**src/rtl/mem_to_fifo_pkg.sv**
```systemverilog
// Shared constants and helpers for the dflow replay engine and
// the FIFO-to-memory store path.
package mem_to_fifo_pkg;

    localparam int DEF_ADDR_W  = 19;
    localparam int DEF_DATA_W  = 144;
    localparam int DEF_MAX_OUT = 8;

    localparam logic [1:0] ST_IDLE  = 2'd0;
    localparam logic [1:0] ST_ISSUE = 2'd1;
    localparam logic [1:0] ST_DRAIN = 2'd2;
    localparam logic [1:0] ST_DONE  = 2'd3;

    function automatic int clog2(input int v);
        int r;
        r = 0;
        while ((1 << r) < v) r = r + 1;
        return r;
    endfunction

endpackage

```
**src/rtl/mem_to_fifo_if.sv**
```systemverilog
// Memory read port, generator FIFO push port, control and status
// of the replay engine.
interface mem_to_fifo_if #(
    parameter int AW = 19,
    parameter int DW = 144
);
    logic          app_rd_cmd;
    logic [AW-1:0] app_rd_addr;
    logic          app_rd_valid;
    logic [DW-1:0] app_rd_data;
    logic          fifo_wr_en;
    logic [DW-1:0] fifo_data;
    logic          fifo_full;
    logic [AW-1:0] dflow_addr_low;
    logic [AW-1:0] dflow_mem_high;
    logic          start_replay;
    logic          loop_en;
    logic          cal_done;
    logic          sw_rst;
    logic          replay_busy;
    logic          replay_done;
    logic [31:0]   replay_words;

    modport master (
        output app_rd_cmd, app_rd_addr,
        output fifo_wr_en, fifo_data,
        output replay_busy, replay_done, replay_words,
        input  app_rd_valid, app_rd_data, fifo_full,
        input  dflow_addr_low, dflow_mem_high,
        input  start_replay, loop_en, cal_done, sw_rst
    );

    modport slave (
        input  app_rd_cmd, app_rd_addr,
        input  fifo_wr_en, fifo_data,
        input  replay_busy, replay_done, replay_words,
        output app_rd_valid, app_rd_data, fifo_full,
        output dflow_addr_low, dflow_mem_high,
        output start_replay, loop_en, cal_done, sw_rst
    );

endinterface

```
**src/rtl/mem_to_fifo_rd_return_buf.sv**
```systemverilog
// First-word-fall-through return buffer; the head is visible on
// rd_data whenever the buffer is not empty.
module rd_return_buf
    import mem_to_fifo_pkg::*;
#(
    parameter int DEPTH = 8,
    parameter int WIDTH = 144
) (
    input  logic                         clk,
    input  logic                         rst,
    input  logic                         wr_en,
    input  logic [WIDTH-1:0]             wr_data,
    input  logic                         rd_en,
    output logic [WIDTH-1:0]             rd_data,
    output logic                         empty,
    output logic [clog2(DEPTH+1)-1:0]    count
);

    localparam int AW = clog2(DEPTH);
    localparam int CW = clog2(DEPTH + 1);

    logic [WIDTH-1:0] mem_q [DEPTH];
    logic [AW-1:0]    wp_q;
    logic [AW-1:0]    rp_q;
    logic [CW-1:0]    cnt_q;
    logic             do_rd;

    assign do_rd   = rd_en & (cnt_q != '0);
    assign rd_data = mem_q[rp_q];
    assign empty   = (cnt_q == '0);
    assign count   = cnt_q;

    always_ff @(posedge clk) begin
        if (wr_en) mem_q[wp_q] <= wr_data;
    end

    // DEPTH is a power of two, so the pointers wrap naturally.
    always_ff @(posedge clk) begin
        if (rst) begin
            wp_q  <= '0;
            rp_q  <= '0;
            cnt_q <= '0;
        end else begin
            if (wr_en) wp_q <= wp_q + AW'(1);
            if (do_rd) rp_q <= rp_q + AW'(1);
            if (wr_en & ~do_rd)
                cnt_q <= cnt_q + CW'(1);
            else if (~wr_en & do_rd)
                cnt_q <= cnt_q - CW'(1);
        end
    end

endmodule

```
**src/rtl/mem_to_fifo.sv**
```systemverilog
// Replays the stored dflow region from memory into the generator
// FIFO, issuing reads only against free return-buffer credit.
module mem_to_fifo
    import mem_to_fifo_pkg::*;
#(
    parameter int FIFO_DATA_WIDTH = DEF_DATA_W,
    parameter int MEM_ADDR_WIDTH  = DEF_ADDR_W,
    parameter int MEM_DATA_WIDTH  = DEF_DATA_W,
    parameter int MAX_OUTSTANDING = DEF_MAX_OUT
) (
    input logic           clk,
    input logic           rst,
    mem_to_fifo_if.master bus
);

    localparam int AW = MEM_ADDR_WIDTH;
    localparam int CW = clog2(MAX_OUTSTANDING + 1);
    localparam logic [AW-1:0] ONE = AW'(1);
    localparam logic [CW:0] CRED_MAX = (CW+1)'(MAX_OUTSTANDING);

    logic                      clr;
    logic [1:0]                state_q, state_d;
    logic [AW-1:0]             ptr_q, ptr_d;
    logic [AW-1:0]             lo_q, lo_d;
    logic [AW-1:0]             hi_q, hi_d;
    logic [AW-1:0]             addr_q, addr_d;
    logic                      cmd_q, cmd_d;
    logic [CW-1:0]             outst_q, outst_d;
    logic [31:0]               words_q, words_d;
    logic [CW-1:0]             buf_count;
    logic                      buf_empty;
    logic [MEM_DATA_WIDTH-1:0] buf_head;
    logic [CW:0]               credit_used;
    logic                      issue;
    logic                      accept;
    logic                      pop;

    assign clr = rst | bus.sw_rst;

    // Credit covers both in-flight reads and words parked in the buffer.
    assign credit_used = {1'b0, outst_q} + {1'b0, buf_count};
    assign issue = (state_q == ST_ISSUE) & bus.start_replay
                 & bus.cal_done & (credit_used < CRED_MAX);
    assign accept = bus.app_rd_valid & (outst_q != '0);
    assign pop    = ~buf_empty & ~bus.fifo_full;

    rd_return_buf #(
        .DEPTH (MAX_OUTSTANDING),
        .WIDTH (MEM_DATA_WIDTH)
    ) u_buf (
        .clk     (clk),
        .rst     (clr),
        .wr_en   (accept),
        .wr_data (bus.app_rd_data),
        .rd_en   (pop),
        .rd_data (buf_head),
        .empty   (buf_empty),
        .count   (buf_count)
    );

    always_comb begin
        state_d = state_q;
        ptr_d   = ptr_q;
        lo_d    = lo_q;
        hi_d    = hi_q;
        unique case (state_q)
            ST_IDLE: begin
                if (bus.start_replay & bus.cal_done) begin
                    lo_d  = bus.dflow_addr_low;
                    hi_d  = bus.dflow_mem_high;
                    ptr_d = bus.dflow_addr_low;
                    if (bus.dflow_mem_high != bus.dflow_addr_low)
                        state_d = ST_ISSUE;
                    else
                        state_d = ST_DONE;
                end
            end
            ST_ISSUE: begin
                if (!bus.start_replay) begin
                    state_d = ST_DRAIN;
                end else if (issue) begin
                    if (ptr_q == hi_q - ONE) begin
                        if (bus.loop_en) ptr_d = lo_q;
                        else state_d = ST_DRAIN;
                    end else begin
                        ptr_d = ptr_q + ONE;
                    end
                end
            end
            ST_DRAIN: begin
                if ((outst_q == '0) && buf_empty) state_d = ST_DONE;
            end
            ST_DONE: begin
                if (!bus.start_replay) state_d = ST_IDLE;
            end
            default: state_d = ST_IDLE;
        endcase
    end

    always_comb begin
        cmd_d   = issue;
        addr_d  = issue ? ptr_q : addr_q;
        words_d = pop ? words_q + 32'd1 : words_q;
        outst_d = outst_q;
        if (issue & ~accept)
            outst_d = outst_q + CW'(1);
        else if (~issue & accept)
            outst_d = outst_q - CW'(1);
    end

    always_ff @(posedge clk) begin
        if (clr) begin
            state_q <= ST_IDLE;
            ptr_q   <= '0;
            lo_q    <= '0;
            hi_q    <= '0;
            addr_q  <= '0;
            cmd_q   <= 1'b0;
            outst_q <= '0;
            words_q <= '0;
        end else begin
            state_q <= state_d;
            ptr_q   <= ptr_d;
            lo_q    <= lo_d;
            hi_q    <= hi_d;
            addr_q  <= addr_d;
            cmd_q   <= cmd_d;
            outst_q <= outst_d;
            words_q <= words_d;
        end
    end

    logic [FIFO_DATA_WIDTH-1:0] head_out;
    assign head_out = buf_empty ? '0 : buf_head;

    assign bus.app_rd_cmd   = cmd_q;
    assign bus.app_rd_addr  = addr_q;
    assign bus.fifo_wr_en   = pop;
    assign bus.fifo_data    = head_out;
    assign bus.replay_busy  = (state_q == ST_ISSUE) | (state_q == ST_DRAIN);
    assign bus.replay_done  = (state_q == ST_DONE);
    assign bus.replay_words = words_q;

endmodule
```
**src/flat_wrapper.sv**
```systemverilog
// flat-port wrapper written by rule: the top's interface ports become plain ports
module mem_to_fifo_flat import mem_to_fifo_pkg::*;
#(
    parameter int FIFO_DATA_WIDTH = DEF_DATA_W,
    parameter int MEM_ADDR_WIDTH  = DEF_ADDR_W,
    parameter int MEM_DATA_WIDTH  = DEF_DATA_W,
    parameter int MAX_OUTSTANDING = DEF_MAX_OUT
)
  (clk, rst, bus_app_rd_cmd, bus_app_rd_addr, bus_fifo_wr_en, bus_fifo_data, bus_replay_busy, bus_replay_done, bus_replay_words, bus_app_rd_valid, bus_app_rd_data, bus_fifo_full, bus_dflow_addr_low, bus_dflow_mem_high, bus_start_replay, bus_loop_en, bus_cal_done, bus_sw_rst);
  mem_to_fifo_if bus_i ();
  input logic clk;
  input logic rst;
  output wire logic [$bits(bus_i.app_rd_cmd)-1:0] bus_app_rd_cmd;
  output wire logic [$bits(bus_i.app_rd_addr)-1:0] bus_app_rd_addr;
  output wire logic [$bits(bus_i.fifo_wr_en)-1:0] bus_fifo_wr_en;
  output wire logic [$bits(bus_i.fifo_data)-1:0] bus_fifo_data;
  output wire logic [$bits(bus_i.replay_busy)-1:0] bus_replay_busy;
  output wire logic [$bits(bus_i.replay_done)-1:0] bus_replay_done;
  output wire logic [$bits(bus_i.replay_words)-1:0] bus_replay_words;
  input wire logic [$bits(bus_i.app_rd_valid)-1:0] bus_app_rd_valid;
  input wire logic [$bits(bus_i.app_rd_data)-1:0] bus_app_rd_data;
  input wire logic [$bits(bus_i.fifo_full)-1:0] bus_fifo_full;
  input wire logic [$bits(bus_i.dflow_addr_low)-1:0] bus_dflow_addr_low;
  input wire logic [$bits(bus_i.dflow_mem_high)-1:0] bus_dflow_mem_high;
  input wire logic [$bits(bus_i.start_replay)-1:0] bus_start_replay;
  input wire logic [$bits(bus_i.loop_en)-1:0] bus_loop_en;
  input wire logic [$bits(bus_i.cal_done)-1:0] bus_cal_done;
  input wire logic [$bits(bus_i.sw_rst)-1:0] bus_sw_rst;
  assign bus_app_rd_cmd = bus_i.app_rd_cmd;
  assign bus_app_rd_addr = bus_i.app_rd_addr;
  assign bus_fifo_wr_en = bus_i.fifo_wr_en;
  assign bus_fifo_data = bus_i.fifo_data;
  assign bus_replay_busy = bus_i.replay_busy;
  assign bus_replay_done = bus_i.replay_done;
  assign bus_replay_words = bus_i.replay_words;
  assign bus_i.app_rd_valid = bus_app_rd_valid;
  assign bus_i.app_rd_data = bus_app_rd_data;
  assign bus_i.fifo_full = bus_fifo_full;
  assign bus_i.dflow_addr_low = bus_dflow_addr_low;
  assign bus_i.dflow_mem_high = bus_dflow_mem_high;
  assign bus_i.start_replay = bus_start_replay;
  assign bus_i.loop_en = bus_loop_en;
  assign bus_i.cal_done = bus_cal_done;
  assign bus_i.sw_rst = bus_sw_rst;
  mem_to_fifo #(.FIFO_DATA_WIDTH(FIFO_DATA_WIDTH), .MEM_ADDR_WIDTH(MEM_ADDR_WIDTH), .MEM_DATA_WIDTH(MEM_DATA_WIDTH), .MAX_OUTSTANDING(MAX_OUTSTANDING)) u_core (.clk(clk), .rst(rst), .bus(bus_i));
endmodule
```
**config.mk**
```make
export PLATFORM = sky130hd
export DESIGN_NAME = mem_to_fifo_flat
export DESIGN_NICKNAME = d
export VERILOG_FILES = /design/src/rtl/mem_to_fifo_pkg.sv /design/src/rtl/mem_to_fifo_if.sv /design/src/rtl/mem_to_fifo_rd_return_buf.sv /design/src/rtl/mem_to_fifo.sv /design/src/flat_wrapper.sv
export SDC_FILE = /design/constraint.sdc
export NUM_CORES = 1
export LEC_CHECK = 0
export ABC_AREA = 1
export CAP_MARGIN = 20
export CORE_AREA = 2 2 246 430
export CTS_BUF_LIST = sky130_fd_sc_hd__clkbuf_2
export DETAILED_ROUTE_END_ITERATION = 7
export DIE_AREA = 0 0 248 432
export PLACE_DENSITY = 0.69
export SYNTH_ARGS = -nofsm -noshare
export SYNTH_HDL_FRONTEND = slang
export SYNTH_SLANG_ARGS = --single-unit
export TNS_END_PERCENT = 1
```
**constraint.sdc**
```tcl
create_clock -name clk -period 9.2 [get_ports clk]
set_input_delay 1.38 -clock clk [delete_from_list [all_inputs] [get_ports clk]]
set_output_delay 1.38 -clock clk [all_outputs]
set_load 0.01 [all_outputs]
```
==> metrics.md, run 1 <==
| Metric | Value |
|---|---|
| Status | finished, final reports clean |
| Synth Area per Inst | 11.8 um^2 |
| Synthesized area | 51500 um^2 |
| Worst Hold Depth | 2 |
| Clk_lat worst skew | 1530 ps |
| Die ar. | 107000 um^2 |
| Mux cell area share after synthesis | 0 |
| Final wirelength | 133 mm |
| Setup bufs post-CTS | 0 |
| Cell Chain, Critical Path | buf_12 > buf_4 > o21ai_0 > o22ai_1 > o21ai_0 > a31oi_1 > clkdlybuf4s50_1 |
| Routed met3 length | 11.8 mm |
| Initial antenna violation count | 18 |
| Proportion of layout cells with a drive suffix above 1 | 0.104 |
| Max IR drop VDD | 0.124 mV |
| WS Path Type | reg -> out |
| Top layer in use | met5 |
| Total chip power | 10.9 mW |
| Register share of total power | 0.587 |
| Number of global-route vias before repair | 35344 |
| Antenna Violating Nets Remaining | 0 |
| CTS Hold Bufs | 0 |
| Max-Cap Viols | 0 |
| Largest family of logic cells by synthesized area | compound AO/OA/AOI/OAI gates |
| Row Count | 157 |
| Setup tns final | 0 ps |
| Most common cell on crit path | o21ai_0 |
| Flops & latches, synth | 1280 |
| Final HPWL DP | 69.6 mm |
| Final Hold Fails | 0 |
| Main synth FF type | edfxtp_1 |
| Clock Power Share | 0.310 |
| Hold crit path type | reg -> reg |
| Slew margin rel. | 0.251 |
| Slew @ Worst Pin | 1120 ps |
| Num CTS Buffers | 299 |
| RSZ-0062 raised after global routing | false |
| Final Wtd Congestion | 0.940 |
| WP data arrival | 5140 ps |
| Crit start category | flop |
| Comb pwr share | 0.104 |
| Wirelength per Cell | 20.9 um |
| Leakage | 20.1 nW |
| Clock transition at path regs | 100 ps |
| Syn Nets | 4571 |
| Count of different cell masters after synthesis | 42 |
| Die Wd | 248 um |
| Global route total overflow | 0 |
| Net Switching | 2.85 mW |
| Final slew viol count | 0 |
| Std-Cell Core Area | 104000 um^2 |
| Int Power | 8.06 mW |
| Final Non-Filler Cells | 6350 |
| WL met2 | 65.6 mm |
| Switching Share | 0.261 |
| Simple-Gate Fraction of Synth Area | 0.108 |
| GRT Util Overall | 0.243 |
| Highest cell delay on the worst timing path | 860 ps |
| Crit path max fanout | 208 |
| Synthesized instance count | 4361 |
| DP Cell Count | 5865 |
| Largest net degree at the start of global routing | 209 |
| Tmin final | 6520 ps |
| FMAX | 0.153 GHz |
| Adder-cell area share of the yosys netlist | 0.00515 |
| DIE HEIGHT | 432 um |
| Finish-stage setup viols | 0 |
| Yosys warnings | 0 |
| Ys async rst share | 0 |
| CP max-delay cell | buf_4 |
| Clock Sinks | 1280 |
| Clock tree from TritonCTS | done |
| Vias/cell | 5.67 |
| Hold_ws | 461 ps |
| Met1 Wirelength | 49.8 mm |
| CP endpoint kind | primary output |
| Post-synthesis sequential area ratio | 0.722 |
| Via count | 36016 |
| Fin util | 0.567 |
| I/O pin total | 389 |
| Final net count | 5026 |
| Initial Util | 0.495 |
| Iter 0 DRT Violations | 2292 |
| XOR/XNOR Fraction of Synth Area | 0.00902 |
| EDFF count, synth | 1152 |
| First-pass GRT wire length | 198 mm |
| Cts repair resizes | 0 |
| Final period util | 0.709 |
| Filler instances | 8566 |
| Port bufs | 388 |
| H-tree depth | 5 |
| Worst Reg2Reg Path Length in Cells | 16 |
| Compound-Gate Fraction of Synth Area | 0.124 |
| Cell area power density | 185 nW/um^2 |
| Clock buffer depth | 4 |
| Clock Skews | 119 ps |
| Area growth from synthesis to final layout | 14.6% |
| CTS Root Cell | clkbuf_2 |
| Post-route DRC | 0 |
| Required time of the critical path | 7820 ps |
| DRT Pass-1 Iters | 5 |
## cells in the final DEF, fill, tap and decap left out, types with 7 or more instances in the layout
| cell | instances |
|---|---|
| ha_1 | 18 |
| nor3_1 | 22 |
| clkinv_2 | 9 |
| nor4_1 | 7 |
| clkinv_1 | 47 |
| nand3b_1 | 10 |
| nor2_1 | 982 |
| a31oi_1 | 145 |
| a21oi_1 | 85 |
| buf_12 | 15 |
| inv_1 | 142 |
| xnor2_1 | 15 |
| nand4_1 | 16 |
| buf_4 | 26 |
| inv_2 | 9 |
| o21ai_0 | 801 |
| nand3_1 | 68 |
| nand2_1 | 247 |
| nor2_4 | 14 |
| edfxtp_1 | 1152 |
| dfxtp_1 | 126 |
| clkbuf_2 | 419 |
| clkdlybuf4s50_1 | 388 |
| xor2_1 | 38 |
| o22ai_1 | 149 |
## power by group through the flow
stage / Sequential (mW) / Clock [mW] / Combinational [mW]
3_3_place_gp: 6.53 / 0 / 1.11
3_5_place_dp: 6.53 / 0 / 1.13
5_1_grt: 6.40 / 3.78 / 1.24
6_report: 6.39 / 3.38 / 1.13
2_1_floorplan: 6.53 / 0 / 0.576
4_1_cts: 6.39 / 3.50 / 1.13
## worst paths after layout
path / endpoint / slack [ps] / from
hold reg to reg: u_core.lo_q[15] / 460 / u_core.lo_q[15]
setup / recovery: bus_fifo_data[72] / 2680 / flop
setup reg to reg: u_core.outst_q[3] / 5660 / u_core.state_q[1]
hold / removal: u_core.lo_q[15] / 460 / u_core.lo_q[15]
## critical path, delay by kind of cell (launching register included)
family	cells	cell delay, ps
flops	1	420
compound gates	4	960
buf+inv	3	2100
## cell type report
type | count | area, um^2 | share of cell area
antenna | 5 | 12.5 | 0.000212
timing repair buffer | 429 | 4380 | 0.0743
clock buffer | 419 | 2100 | 0.0356
sequential | 1280 | 37200 | 0.630
tap | 1351 | 1690 | 0.0287
multi-input combinational | 2653 | 12700 | 0.216
clock inverter | 60 | 293 | 0.00497
inverter | 153 | 597 | 0.0101
## registers in the layout, summed over array words and instances, names as in the netlist, 4 cells and up, named ones only
register and count:
u_core.u_buf.mem_q 1152, u_core.bus.app_rd_addr 19, u_core.ptr_q 19, u_core.outst_q 4, u_core.u_buf.count 4, u_core.hi_q 19, u_core.lo_q 19, u_core.bus.replay_words 32
## layer usage
metal	up-vias	track usage
met4	30	0.120
met1	17478	0.274
met5	-	0
li1	16722	-
met3	356	0.0781
met2	1430	0.412
## synthesized netlist by cell type (4+ instances only)
cell         n  area share
inv_2        7     0.00051
nand2_1    247       0.018
buf_2       19      0.0018
nand4_1     16      0.0019
nand3_2      4     0.00078
a31oi_1    145       0.018
nor4_1       7     0.00085
nor3_1      22      0.0021
inv_1      142       0.010
clkinv_1     4     0.00029
nor2_4       5      0.0011
edfxtp_1  1152        0.67
dfxtp_1    128       0.050
xor2_1      38      0.0065
buf_1       14      0.0010
buf_6        5      0.0011
a211oi_1     5     0.00073
nand3_1     70      0.0068
clkbuf_1   236       0.017
xnor2_1     15      0.0026
nand3b_1    10      0.0015
nor2_2       4     0.00049
nor2_1     991       0.072
ha_1        18      0.0044
o22ai_1    149       0.018
a21oi_1     85      0.0083
o21ai_0    801       0.078
## logic make-up (layout without fill, tap and decap cells)
group | count (synthesis) | after routing
buf+inv | 428 | 1061
compound gates | 1193 | 1193
fa+ha+maj | 20 | 20
simple gates | 1387 | 1387
other cells | 0 | 5
flops | 1280 | 1280
xor+xnor | 53 | 53
## metrics by stage
step / worst slack [ps] / instance area (um^2)
2_1_floorplan: 851 / 51500
3_3_place_gp: 4160 / 56500
3_5_place_dp: 4120 / 56500
4_1_cts: 2360 / 58900
5_1_grt: 2210 / 59000
6_report: 2680 / 59000
(Power assumes the default switching activity.)
==> run 2: changes to the inputs <==
--- a/config.mk
+++ b/config.mk
@@ -11,7 +11,7 @@
 export CTS_BUF_LIST = sky130_fd_sc_hd__clkbuf_2
 export DETAILED_ROUTE_END_ITERATION = 7
 export DIE_AREA = 0 0 248 432
-export PLACE_DENSITY = 0.69
+export PLACE_DENSITY = 0.72
 export SYNTH_ARGS = -nofsm -noshare
 export SYNTH_HDL_FRONTEND = slang
 export SYNTH_SLANG_ARGS = --single-unit
==> constraint.sdc (replaced) <==
create_clock -name clk -period 5.53 [get_ports clk]
set_input_delay 0.8295 -clock clk [delete_from_list [all_inputs] [get_ports clk]]
set_output_delay 0.8295 -clock clk [all_outputs]
set_load 0.01 [all_outputs]
==> run 2 against run 1 <==
Utilization grew 2.2 points. Cell count rose by 3.7%. Sequential share of layout area decreased by 2.4 points. Combinational power rose by 80%. Non-clock buffer count rose by 216. Critical path type unchanged. Largest cell class unchanged. Largest power group unchanged.
==> metrics.md, run 2 (synthesis gave the netlist of run 1 again) <==
| Metric | Value |
|---|---|
| Area growth from synthesis to final layout | 19.0% |
| Switching Share | 0.263 |
| Most common cell on crit path | o21ai_0 |
| CP endpoint kind | primary output |
| Die ar. | 107000 um^2 |
| RSZ-0062 raised after global routing | true |
| Proportion of layout cells with a drive suffix above 1 | 0.100 |
| Vias/cell | 5.63 |
| Iter 0 DRT Violations | 2563 |
| Via count | 37026 |
| Std-Cell Core Area | 104000 um^2 |
| Net Switching | 4.80 mW |
| CTS Root Cell | clkbuf_2 |
| Int Power | 13.5 mW |
| Required time of the critical path | 4700 ps |
| Crit path max fanout | 227 |
| Cell area power density | 298 nW/um^2 |
| Clock tree from TritonCTS | done |
| Finish-stage setup viols | 0 |
| Number of global-route vias before repair | 37075 |
| Final period util | 0.967 |
| Hold_ws | 273 ps |
| Largest net degree at the start of global routing | 228 |
| H-tree depth | 5 |
| Fin util | 0.590 |
| Clock transition at path regs | 100 ps |
| Wirelength per Cell | 20.3 um |
| Port bufs | 388 |
| Clock Sinks | 1280 |
| Commonest non-fill, non-tap cell in the layout | edfxtp_1 |
| Final Wtd Congestion | 0.931 |
| Row Count | 157 |
| Tmin final | 5350 ps |
| I/O pin total | 389 |
| Num CTS Buffers | 297 |
| Cell area after layout | 61300 um^2 |
| Highest cell delay on the worst timing path | 640 ps |
| Initial antenna violation count | 17 |
| First-pass GRT wire length | 202 mm |
| Setup tns final | 0 ps |
| Leakage | 21.0 nW |
| Max-Cap Viols | 0 |
| Max IR drop VDD | 0.233 mV |
| CP max-delay cell | buf_16 |
| GRT Util Overall | 0.247 |
| DIE HEIGHT | 432 um |
| Crit start category | flop |
| FMAX | 0.187 GHz |
| WS Path Type | reg -> out |
| Placed Area | 56800 um^2 |
| Register share of total power | 0.583 |
| Antenna Violating Nets Remaining | 0 |
| Slew @ Worst Pin | 1080 ps |
| Clock buffer depth | 4 |
| Commonest non-fill, non-tap cells in the layout | edfxtp_1, nor2_1, o21ai_0 |
| Initial Util | 0.495 |
| Total chip power | 18.3 mW |
| Clk_lat worst skew | 1640 ps |
| Global route total overflow | 0 |
| Max reg flops | 1152 |
| Final net count | 5240 |
| Comb pwr share | 0.111 |
| DRT Pass-1 Iters | 5 |
| Hold crit path type | in -> reg |
| Final Hold Fails | 0 |
| Final wirelength | 134 mm |
| Cell Chain, Critical Path | buf_16 > o21ai_0 > o22ai_1 > o21ai_0 > a31oi_1 > clkdlybuf4s50_1 |
| Setup bufs post-CTS | 0 |
| Clock Skews | 145 ps |
| Die Wd | 248 um |
| Final slew viol count | 0 |
| Clock Power Share | 0.306 |
| Slew margin rel. | 0.279 |
| Status | finished, final reports clean |
| WP data arrival | 4520 ps |
| Final HPWL DP | 70.5 mm |
| Largest Register | u_core.u_buf.mem_q |
| Post-route DRC | 0 |
run 2: cell count changes in the layout (fill, tap and decap cells not counted), sizes merged, moves of 4 or more:
cell / change
dlygate4sd3: +193
clkinv: +34
clkbuf: -31
buf: +23
diode: +9
inv: +4
run 2: stage by stage:
step | setup WS [ps] | cells
2_1_floorplan | -2270 | 4361
3_3_place_gp | 1670 | 5889
3_5_place_dp | 1640 | 5889
4_1_cts | -4.38 | 6568
5_1_grt | -54.7 | 6581
6_report | 182 | 6582
run 2: metal layers:
layer  vias up  global-route usage  share of wire
met5         -                   0        0.00038
met1     17874               0.285           0.38
met4         8               0.115          0.034
met2      1650               0.427           0.51
li1      17167                   -              -
met3       327              0.0632          0.081
run 2: path summary, 6_finish.rpt:
path / from / to / slack (ps) / cells past startpoint
hold / removal: bus_fifo_full / u_core.bus.replay_words[1] / 270 / 5
setup reg to reg: u_core.state_q[1] / u_core.outst_q[3] / 2180 / 16
setup / recovery: flop / bus_fifo_data[75] / 180 / 6
hold reg to reg: u_core.lo_q[15] / u_core.lo_q[15] / 460 / 2
run 2: area by class of cell:
type	instances	area, um^2
well taps	1351	1690
fillers	8245	42700
diodes	14	35.0
inverters	153	607
flip-flops and latches	1280	37200
repair buffers	645	6600
clock buffers	388	1940
clock inverters	98	465
multi-input cells	2653	12800
run 2: power groups by stage:
stage | combinational [mW] | sequential [mW] | clock (mW)
2_1_floorplan | 0.958 | 10.9 | 0
3_3_place_gp | 1.86 | 10.9 | 0
3_5_place_dp | 1.88 | 10.9 | 0
4_1_cts | 2.02 | 10.6 | 5.73
5_1_grt | 2.22 | 10.6 | 6.19
6_report | 2.03 | 10.6 | 5.58
run 2: worst max-delay path: cells and delay by family, from the launching register on:
family	cells	cell delay (ps)
buffers and inverters	2	1270
AOI/OAI and AO/OA	4	940
DFF	1	570
run 2: repair_timing:
item,CTS,global route
resized for setup,8,10
hold endpoints to repair,1217,0
endpoints found under the setup margin,40,23
hold buffers,193,0
